## src/rtl/spi_frame_writer.sv

```systemverilog
`default_nettype none
// ============================================================================
// Module      : spi_frame_writer
// Description : SPI mode-0 slave that writes pixel bytes into the back half of
//               a double-buffered frame RAM and swaps buffers on rd_vsync.
//               Optional macro SPI_ECHO_EN echoes the previous byte on sdo.
// Revision    : 1.0 - initial release
// ============================================================================
module spi_frame_writer #(
    parameter int ADDR_W = 10,
    parameter int PIX_W  = 6
) (
    input  logic              clk,
    input  logic              reset,
    input  logic              sck,
    input  logic              sdi,
    input  logic              cs_n,
    output logic              sdo,
    input  logic              rd_vsync,
    output logic              we,
    output logic [ADDR_W-1:0] waddr,
    output logic [PIX_W-1:0]  wdata,
    output logic              wbuf,
    output logic              disp_buf,
    output logic              busy,
    output logic              ovf
);

    localparam logic [ADDR_W-1:0] c_last_addr = {ADDR_W{1'b1}};

    typedef enum logic [1:0] {
        ST_IDLE = 2'd0,
        ST_RECV = 2'd1,
        ST_HOLD = 2'd2
    } state_t;

    state_t            r_state;
    state_t            w_state_next;
    logic [1:0]        r_sck_s;
    logic [1:0]        r_sdi_s;
    logic [1:0]        r_cs_s;
    logic              r_sck_d;
    logic              r_cs_d;
    logic [2:0]        r_bitcnt;
    logic [PIX_W-1:0]  r_shift;
    logic [PIX_W-1:0]  w_shift_next;
    logic              r_pending;
    logic              r_we;
    logic [ADDR_W-1:0] r_addr;
    logic [PIX_W-1:0]  r_wdata;
    logic              r_disp;
    logic              r_ovf;

    logic w_sck_rise;
    logic w_cs_fall;
    logic w_cs_high;
    logic w_active;
    logic w_rise_last;
    logic w_last_wr;
    logic w_we_next;
    logic w_addr_clr;
    logic w_swap;

    assign w_sck_rise  = r_sck_s[1] & ~r_sck_d;
    assign w_cs_fall   = r_cs_d & ~r_cs_s[1];
    assign w_cs_high   = r_cs_s[1];
    assign w_active    = (r_state != ST_IDLE);
    assign w_rise_last = w_sck_rise & (r_bitcnt == 3'd7) & w_active;
    assign w_last_wr   = r_we & (r_addr == c_last_addr);

    // Only the low PIX_W bits of each byte are kept; MSB-first order means
    // they are simply the last PIX_W bits shifted in.
    generate
        if (PIX_W == 1) begin : g_shift_w1
            assign w_shift_next = r_sdi_s[1];
        end else begin : g_shift_wn
            assign w_shift_next = {r_shift[PIX_W-2:0], r_sdi_s[1]};
        end
    endgenerate

    always_comb begin
        w_state_next = r_state;
        w_we_next    = 1'b0;
        w_addr_clr   = 1'b0;
        w_swap       = 1'b0;
        case (r_state)
            ST_IDLE: begin
                if (w_cs_fall) begin
                    w_state_next = ST_RECV;
                    w_addr_clr   = 1'b1;
                end
            end
            ST_RECV: begin
                // Frame completes at the end of the last write cycle, so a
                // vsync coincident with that write is ignored.
                if (w_last_wr) begin
                    w_state_next = ST_HOLD;
                end else begin
                    w_we_next = r_pending;
                    if (w_cs_high && !r_pending && !w_rise_last && !r_we) begin
                        w_state_next = ST_IDLE;
                        w_addr_clr   = 1'b1;
                    end
                end
            end
            ST_HOLD: begin
                if (rd_vsync) begin
                    w_state_next = ST_IDLE;
                    w_swap       = 1'b1;
                end
            end
            default: w_state_next = ST_IDLE;
        endcase
    end

    always_ff @(posedge clk) begin
        if (reset) begin
            r_state   <= ST_IDLE;
            r_sck_s   <= 2'b00;
            r_sdi_s   <= 2'b00;
            r_cs_s    <= 2'b11;
            r_sck_d   <= 1'b0;
            r_cs_d    <= 1'b1;
            r_bitcnt  <= 3'd0;
            r_shift   <= '0;
            r_pending <= 1'b0;
            r_we      <= 1'b0;
            r_addr    <= '0;
            r_wdata   <= '0;
            r_disp    <= 1'b0;
            r_ovf     <= 1'b0;
        end else begin
            r_state   <= w_state_next;
            r_sck_s   <= {r_sck_s[0], sck};
            r_sdi_s   <= {r_sdi_s[0], sdi};
            r_cs_s    <= {r_cs_s[0], cs_n};
            r_sck_d   <= r_sck_s[1];
            r_cs_d    <= r_cs_s[1];
            r_pending <= w_rise_last;
            r_we      <= w_we_next;

            if (w_cs_high || w_addr_clr) begin
                r_bitcnt <= 3'd0;
            end else if (w_sck_rise && w_active) begin
                r_bitcnt <= r_bitcnt + 3'd1;
            end

            if (w_sck_rise && w_active) begin
                r_shift <= w_shift_next;
            end

            if (w_we_next) begin
                r_wdata <= r_shift;
            end

            if (w_addr_clr) begin
                r_addr <= '0;
            end else if (r_we) begin
                r_addr <= r_addr + ADDR_W'(1);
            end

            if (w_swap) begin
                r_disp <= ~r_disp;
            end

            if ((r_state == ST_HOLD) && r_pending) begin
                r_ovf <= 1'b1;
            end
        end
    end

`ifdef SPI_ECHO_EN
    logic [7:0] r_rx8;
    logic [7:0] r_echo;
    logic [7:0] r_tx;
    logic       r_sdo;
    logic       w_sck_fall;

    assign w_sck_fall = r_sck_d & ~r_sck_s[1];

    // The falling edge right after a byte boundary presents the MSB of the
    // byte just captured; other falling edges advance the echo shifter.
    always_ff @(posedge clk) begin
        if (reset) begin
            r_rx8  <= 8'h00;
            r_echo <= 8'h00;
            r_tx   <= 8'h00;
            r_sdo  <= 1'b0;
        end else if (w_cs_high || w_cs_fall) begin
            r_echo <= 8'h00;
            r_tx   <= 8'h00;
            r_sdo  <= 1'b0;
        end else begin
            if (w_sck_rise) begin
                r_rx8 <= {r_rx8[6:0], r_sdi_s[1]};
            end
            if (r_pending) begin
                r_echo <= r_rx8;
            end
            if (w_sck_fall) begin
                if (r_bitcnt == 3'd0) begin
                    r_sdo <= r_echo[7];
                    r_tx  <= {r_echo[6:0], 1'b0};
                end else begin
                    r_sdo <= r_tx[7];
                    r_tx  <= {r_tx[6:0], 1'b0};
                end
            end
        end
    end

    assign sdo = r_sdo;
`else
    assign sdo = 1'b0;
`endif

    assign we       = r_we;
    assign waddr    = r_addr;
    assign wdata    = r_wdata;
    assign disp_buf = r_disp;
    assign wbuf     = ~r_disp;
    assign busy     = (r_state == ST_HOLD);
    assign ovf      = r_ovf;

endmodule
`default_nettype wire

```

## config.mk

```make
export PLATFORM = sky130hd
export DESIGN_NAME = spi_frame_writer
export DESIGN_NICKNAME = d
export VERILOG_FILES = /design/src/rtl/spi_frame_writer.sv
export SDC_FILE = /design/constraint.sdc
export NUM_CORES = 1
export LEC_CHECK = 0
export ABC_AREA = 1
export BUFFER_PORTS_ARGS = -buffer_cell sky130_fd_sc_hd__buf_2
export CAP_MARGIN = 0
export CORE_MARGIN = 2
export CORE_UTILIZATION = 49
export DETAILED_ROUTE_END_ITERATION = 8
export MAX_ROUTING_LAYER = met4
export PLACE_DENSITY = 0.71
export SYNTH_ARGS = -nofsm -noshare
export SYNTH_HDL_FRONTEND = slang
export SYNTH_SLANG_ARGS = --single-unit
```

## constraint.sdc

```tcl
create_clock -name clk -period 1.62 [get_ports clk]
set_input_delay 0.162 -clock clk [delete_from_list [all_inputs] [get_ports clk]]
set_output_delay 0.162 -clock clk [all_outputs]
set_load 0.05 [all_outputs]
```

==> results of run 1 <==
final timing paths:
kind / end / slack [ps] / cells past startpoint
setup / recovery: busy / 180 / 3
hold / removal: r_state[1]$_SDFFE_PP0P_ / 80 / 4
setup reg to reg: wdata[5]$_SDFFE_PP0P_ / 270 / 8
hold reg to reg: r_sck_s[1]$_SDFF_PP0_ / 410 / 2
cells by family after synthesis:
| kind of cell | count (synthesis) |
|---|---|
| flops | 39 |
| xor+xnor | 8 |
| compound gates | 20 |
| fa+ha+maj | 3 |
| buf+inv | 43 |
| simple gates | 96 |
| other cells | 1 |
synth_stat cells:
cell	instances	area, sq um
inv_2	3	11.3
nor2_1	28	105
o21ai_0	7	35.0
ha_1	3	37.5
nor3_1	2	10.0
nand3_1	5	25.0
nand2_2	1	6.26
a21oi_1	13	65.1
nor2_2	4	25.0
or2_2	2	12.5
clkinv_1	2	7.51
nand2_1	38	143
nor2_4	1	11.3
nand3_4	3	52.6
nand3_2	1	10.0
nand4_1	10	62.6
xnor2_1	5	43.8
inv_1	33	124
dfxtp_1	39	781
or2_0	1	6.26
buf_2	3	15.0
clkbuf_1	1	3.75
conb_1	1	3.75
xor2_1	3	26.3
buf_4	1	7.51
what timing repair did:
action	in CTS	in global routing
hold buffers	3	0
hold endpoints to repair	3	0
gates resized for setup	0	0
state kept, by name, summed over array words and instances, names as in the netlist:
signal,count
disp_buf,1
ovf,1
r_bitcnt,3
r_cs_d,1
r_cs_s,2
r_pending,1
r_sck_d,1
r_sck_s,2
r_sdi_s,2
r_shift,6
r_state,2
waddr,10
wdata,6
we,1
worst max-delay path, cell delays in order, from the launching register on:
cell	delay, ps
dfxtp_1	410
inv_2	70
nor2_2	150
buf_2	290
per-layer routing:
metal / global-route usage (%) / wire length (um)
met1: 22.0 / 1360
met4: 8.21 / 57
met5: - / 0
met2: 27.8 / 1290
met3: 6.93 / 149
power by group:
part | internal, W | total [W] | switching [W]
Clock | 0.000480 | 0.000807 | 0.000328
Combinational | 0.0000235 | 0.0000656 | 0.0000421
Sequential | 0.000969 | 0.000971 | 0.00000282
cell type report:
cell class                      instances  area (sq um)  area share (%)
Inverter                               38           143            7.37
Clock inverter                          3          67.6            3.49
Clock buffer                            5          37.5            1.94
Sequential cell                        39           782            40.4
Tap cell                               44          55.1            2.84
Timing Repair Buffer                   30           168            8.66
Multi-Input combinational cell        128           683            35.3
per-stage QoR:
stage	area, sq um	util, %	power (W)	hold slack (ps)
after floorplan	1630	-	0.00104	266
after global placement	1800	58.0	0.00105	344
after detailed placement	1800	58.0	0.00105	354
after CTS	1940	62.4	0.00186	77.4
after global routing	1940	62.4	0.00191	78.3
final	1940	62.4	0.00184	81.8
==> qor.txt, run 1 <==
outcome - complete, no violations
worst hold start - rd_vsync
syn_area_per_cell - 7.76 sq um
CP required - 1460 ps
Total Nets Final - 251
Antenna Cells - 0
register bit total from synthesis - 39
Final WS setup - 183 ps
placed cells - 276
Synth Area in Simple Gates - 28.8%
CP max FO - 4
Mapped Cells - 210
Setup WS pre-CTS - 281 ps
Setup Viol. Count Final - 0
Post-Layout Cell Count - 287
Peak VDD IR - 0.533 mV
first-pass GRT wire length - 4880 um
area growth from synthesis to layout - 18.7%
Final Slew Violations - 0
part of the Yosys area used for sequential elements - 47.9%
Synth Area in Adders - 2.30%
first-pass detailed-route iteration total - 4
# rows - 20
Die H - 61.7 um
DRC Markers - 0
core area - 3100 sq um
Hold Crit Class - primary input to register
Synth Area in Compound Gates - 6.14%
clk_skew - 9.61 ps
clk buf depth - 2
vias in the first global route - 1,140
leading cell types in the layout, fill and taps excluded - nand2_1, dfxtp_1, inv_1
via count - 1,308
Synth Cell Area - 1630 sq um
DR iter-0 viols - 74
Worst-path clk slew - 110 ps
ANT nets after route - 0
Yosys cell types - 25
largest net degree at the start of global routing - 17
RSZ-0062 raised after global routing - no
Routed WL - 2860 um
final RePlAce weighted congestion - 0.749
Tmin final - 1440 ps
Setup Buffers After CTS - 0
CTS tree - yes
largest family of logic cells by synthesized area - simple AND/OR/NAND/NOR gates
CTS buffer count - 5
Via density - 4.56
CTS sink cnt - 39
Crit. End Element - output pin
WP data arrival - 1280 ps
Die Area - 3800 sq um
HPWL Detailed - 2050 um
Tot GR Track Use - 18.5%
WL per Instance - 9.98 um
syn_nets - 219
power density cells - 953 nW/um^2
Reg-to-Reg Start - waddr[1]$_SDFFE_PP0P_
Initial Util - 52.5%
share of final-layout standard cells stronger than drive strength 1 - 21.4%
XOR/XNOR share of the synthesized area - 4.30%
clock latency on the worst-skew pair - 360 ps
initial antenna violation count - 0
Critical Path Start - r_state[1]$_SDFFE_PP0P_
fill cell count - 294
setup_tns - 0 ps
# port buffers - 26
FMAX - 0.696 GHz
H-tree depth - 2
LEAKAGE - 0.838 nW
Final Hold Fails - 0
mux cell area share after synthesis - 0%
Clock Tree Root - clkbuf_4
Die Wd - 61.7 um
crit start category - register
Ys Warns - 0
num ports - 28
grt total ovfl - 0
max_cap viols - 0
Setup CP Type - register to output pin
Final Cycle Share - 88.7%
(Power assumes the default switching activity.)
==> run 2, diff against run 1 <==
ABC_AREA = 0   (was 1)
PLACE_DENSITY = 0.72   (was 0.71)
==> run 2 against run 1 <==
Wire length decreased by 9.7%. Register-to-register slack worse by 160 ps. Final area decreased by 9.2%. Synthesized area fell by 6.1%. Global-route usage is 1.5 points lower. Clock power decreased by 31%. Via count is 15% lower. Worst hold slack got worse by 42 ps. Highest routed layer unchanged.
==> qor.txt, run 2 <==
outcome - complete, no violations
FMAX - 0.661 GHz
num ports - 28
Worst-path clk slew - 110 ps
Peak VDD IR - 0.597 mV
vias in the first global route - 1,004
Yosys cell types - 32
Mapped Cells - 151
initial antenna violation count - 0
LEAKAGE - 0.717 nW
WL per Instance - 12.1 um
syn_area_per_cell - 10.1 sq um
# port buffers - 26
crit start category - register
area growth from synthesis to layout - 14.8%
CTS tree - yes
Ys Warns - 0
Die H - 59.9 um
Synth Area in Simple Gates - 20.7%
final RePlAce weighted congestion - 0.767
max_cap viols - 0
Crit. End Element - register
CP required - 1880 ps
Hold Crit Class - primary input to register
CTS buffer count - 5
Final Hold Fails - 0
via count - 1,114
H-tree depth - 2
Synth async-reset ratio - 0%
Final Slew Violations - 0
Crit path largest cell delay - 370 ps
Worst path slowest cell - dfxtp_2
Antenna Cells - 0
Tmin final - 1510 ps
leading cell types in the layout, fill and taps excluded - nor2_1, dfxtp_1, buf_2
Die Wd - 59.9 um
Die Area - 3590 sq um
Synth Area in Compound Gates - 5.31%
syn_nets - 160
R2R Setup Slk - 110 ps
Synth Cell Area - 1530 sq um
Clock Tree Root - clkbuf_4
grt total ovfl - 0
post-synth top area share - 51.0%
Setup Buffers After CTS - 0
most numerous cell in the Yosys netlist - dfxtp_1
Initial Util - 51.0%
first-pass GRT wire length - 4380 um
Design Area, Final - 1760 sq um
top cells by count, synth - dfxtp_1, nor2_1, mux2i_1
commonest non-fill, non-tap cell in the layout - nor2_1
clock latency on the worst-skew pair - 340 ps
DR iter-0 viols - 107
Routed WL - 2580 um
Synth Area in Adders - 2.45%
core area - 3000 sq um
placed cell area - 1680 sq um
# rows - 20
Setup CP Type - register to register
mux cell area share after synthesis - 9.80%
largest net degree at the start of global routing - 27
clk_skew - 8.73 ps
power density cells - 896 nW/um^2
main flop type after synthesis - dfxtp_1
Yosys top cell by area - dfxtp_1
CTS sink cnt - 39
Final WS setup - 106 ps
Post-synth EDFFs - 0
DRC Markers - 0
Setup Viol. Count Final - 0
setup_tns - 0 ps
largest cells by area after synthesis - dfxtp_1, mux2i_1, nor2_1, xor2_1, xnor2_1
HPWL Detailed - 1820 um
Setup WS pre-CTS - 126 ps
hold slack - 39.6 ps
part of the Yosys area used for sequential elements - 51.0%
register bit total from synthesis - 39
share of final-layout standard cells stronger than drive strength 1 - 28.9%
CP max FO - 6
fill cell count - 269
number of flip-flops in the largest register - 10
WP data arrival - 1770 ps
ANT nets after route - 0
Final Cycle Share - 93.4%
Tot GR Track Use - 17.1%
XOR/XNOR share of the synthesized area - 6.29%
clk buf depth - 2
largest family of logic cells by synthesized area - simple AND/OR/NAND/NOR gates
Total Nets Final - 188
Via density - 5.23
first-pass detailed-route iteration total - 5
RSZ-0062 raised after global routing - no
cell-by-cell trace of the critical path - ha_1 > and4_4 > a311o_1 > a211oi_2
[run 2: layer usage]
layer	part of all wire [%]	GRT usage [%]	vias up
met1	45	19.5	521
li1	-	-	557
met3	5.0	4.98	8
met4	1.9	9.21	0
met2	48	26.7	28
met5	0	-	-
[run 2: metrics by stage]
step	cells	utilization (%)	power, W
2_1_floorplan	151	-	0.00103
3_3_place_gp	204	55.9	0.00104
3_5_place_dp	204	55.9	0.00104
4_1_cts	213	58.5	0.00159
5_1_grt	213	58.5	0.00163
6_report	213	58.5	0.00158
[run 2: repair_timing]
| action | in CTS | in global routing |
|---|---|---|
| endpoints found under the setup margin | 0 | 1 |
| gates resized for setup | 0 | 1 |
| endpoints found under the hold margin | 1 | 0 |
| hold buffers | 1 | 0 |
[run 2: path summary, 6_finish.rpt]
| kind | from | end | cells past startpoint |
|---|---|---|---|
| worst max-delay path | waddr[0]$_SDFFE_PP0P_ | r_state[0]$_SDFFE_PP0P_ | 4 |
| worst min-delay path | sdi | r_sdi_s[0]$_SDFF_PP0_ | 2 |
| worst max register to register | waddr[0]$_SDFFE_PP0P_ | r_state[0]$_SDFFE_PP0P_ | 4 |
| worst min register to register | r_cs_s[0]$_SDFF_PP1_ | r_cs_s[1]$_SDFF_PP1_ | 1 |
[run 2: critical path, delay by kind of cell, from the launching register on]
| kind | cells | cell delay (ps) |
|---|---|---|
| simple gates | 1 | 220 |
| fa+ha+maj | 1 | 300 |
| flops | 1 | 370 |
| compound gates | 2 | 540 |
[run 2: cell type report]
type                            count  area [sq um]  area share (%)
Inverter                            4          15.0           0.854
Clock buffer                        8          68.8            3.91
Sequential cell                    39           790            44.9
Timing Repair Buffer               29           155            8.83
Multi-Input combinational cell    100           688            39.1
Tap cell                           33          41.3            2.35
[run 2: where the power goes]
part           internal [W]  switching (W)  total (W)
Sequential         0.000967     0.00000429   0.000971
Clock              0.000256       0.000301   0.000557
Combinational     0.0000185      0.0000286  0.0000471
[run 2: cell families (layout without fill, tap and decap cells)]
logic type / count (synthesis) / count (layout)
xor+xnor: 11 / 11
fa+ha+maj: 3 / 3
mux: 15 / 15
flops: 39 / 39
other cells: 1 / 1
compound gates: 7 / 7
simple gates: 63 / 63
buf+inv: 12 / 41
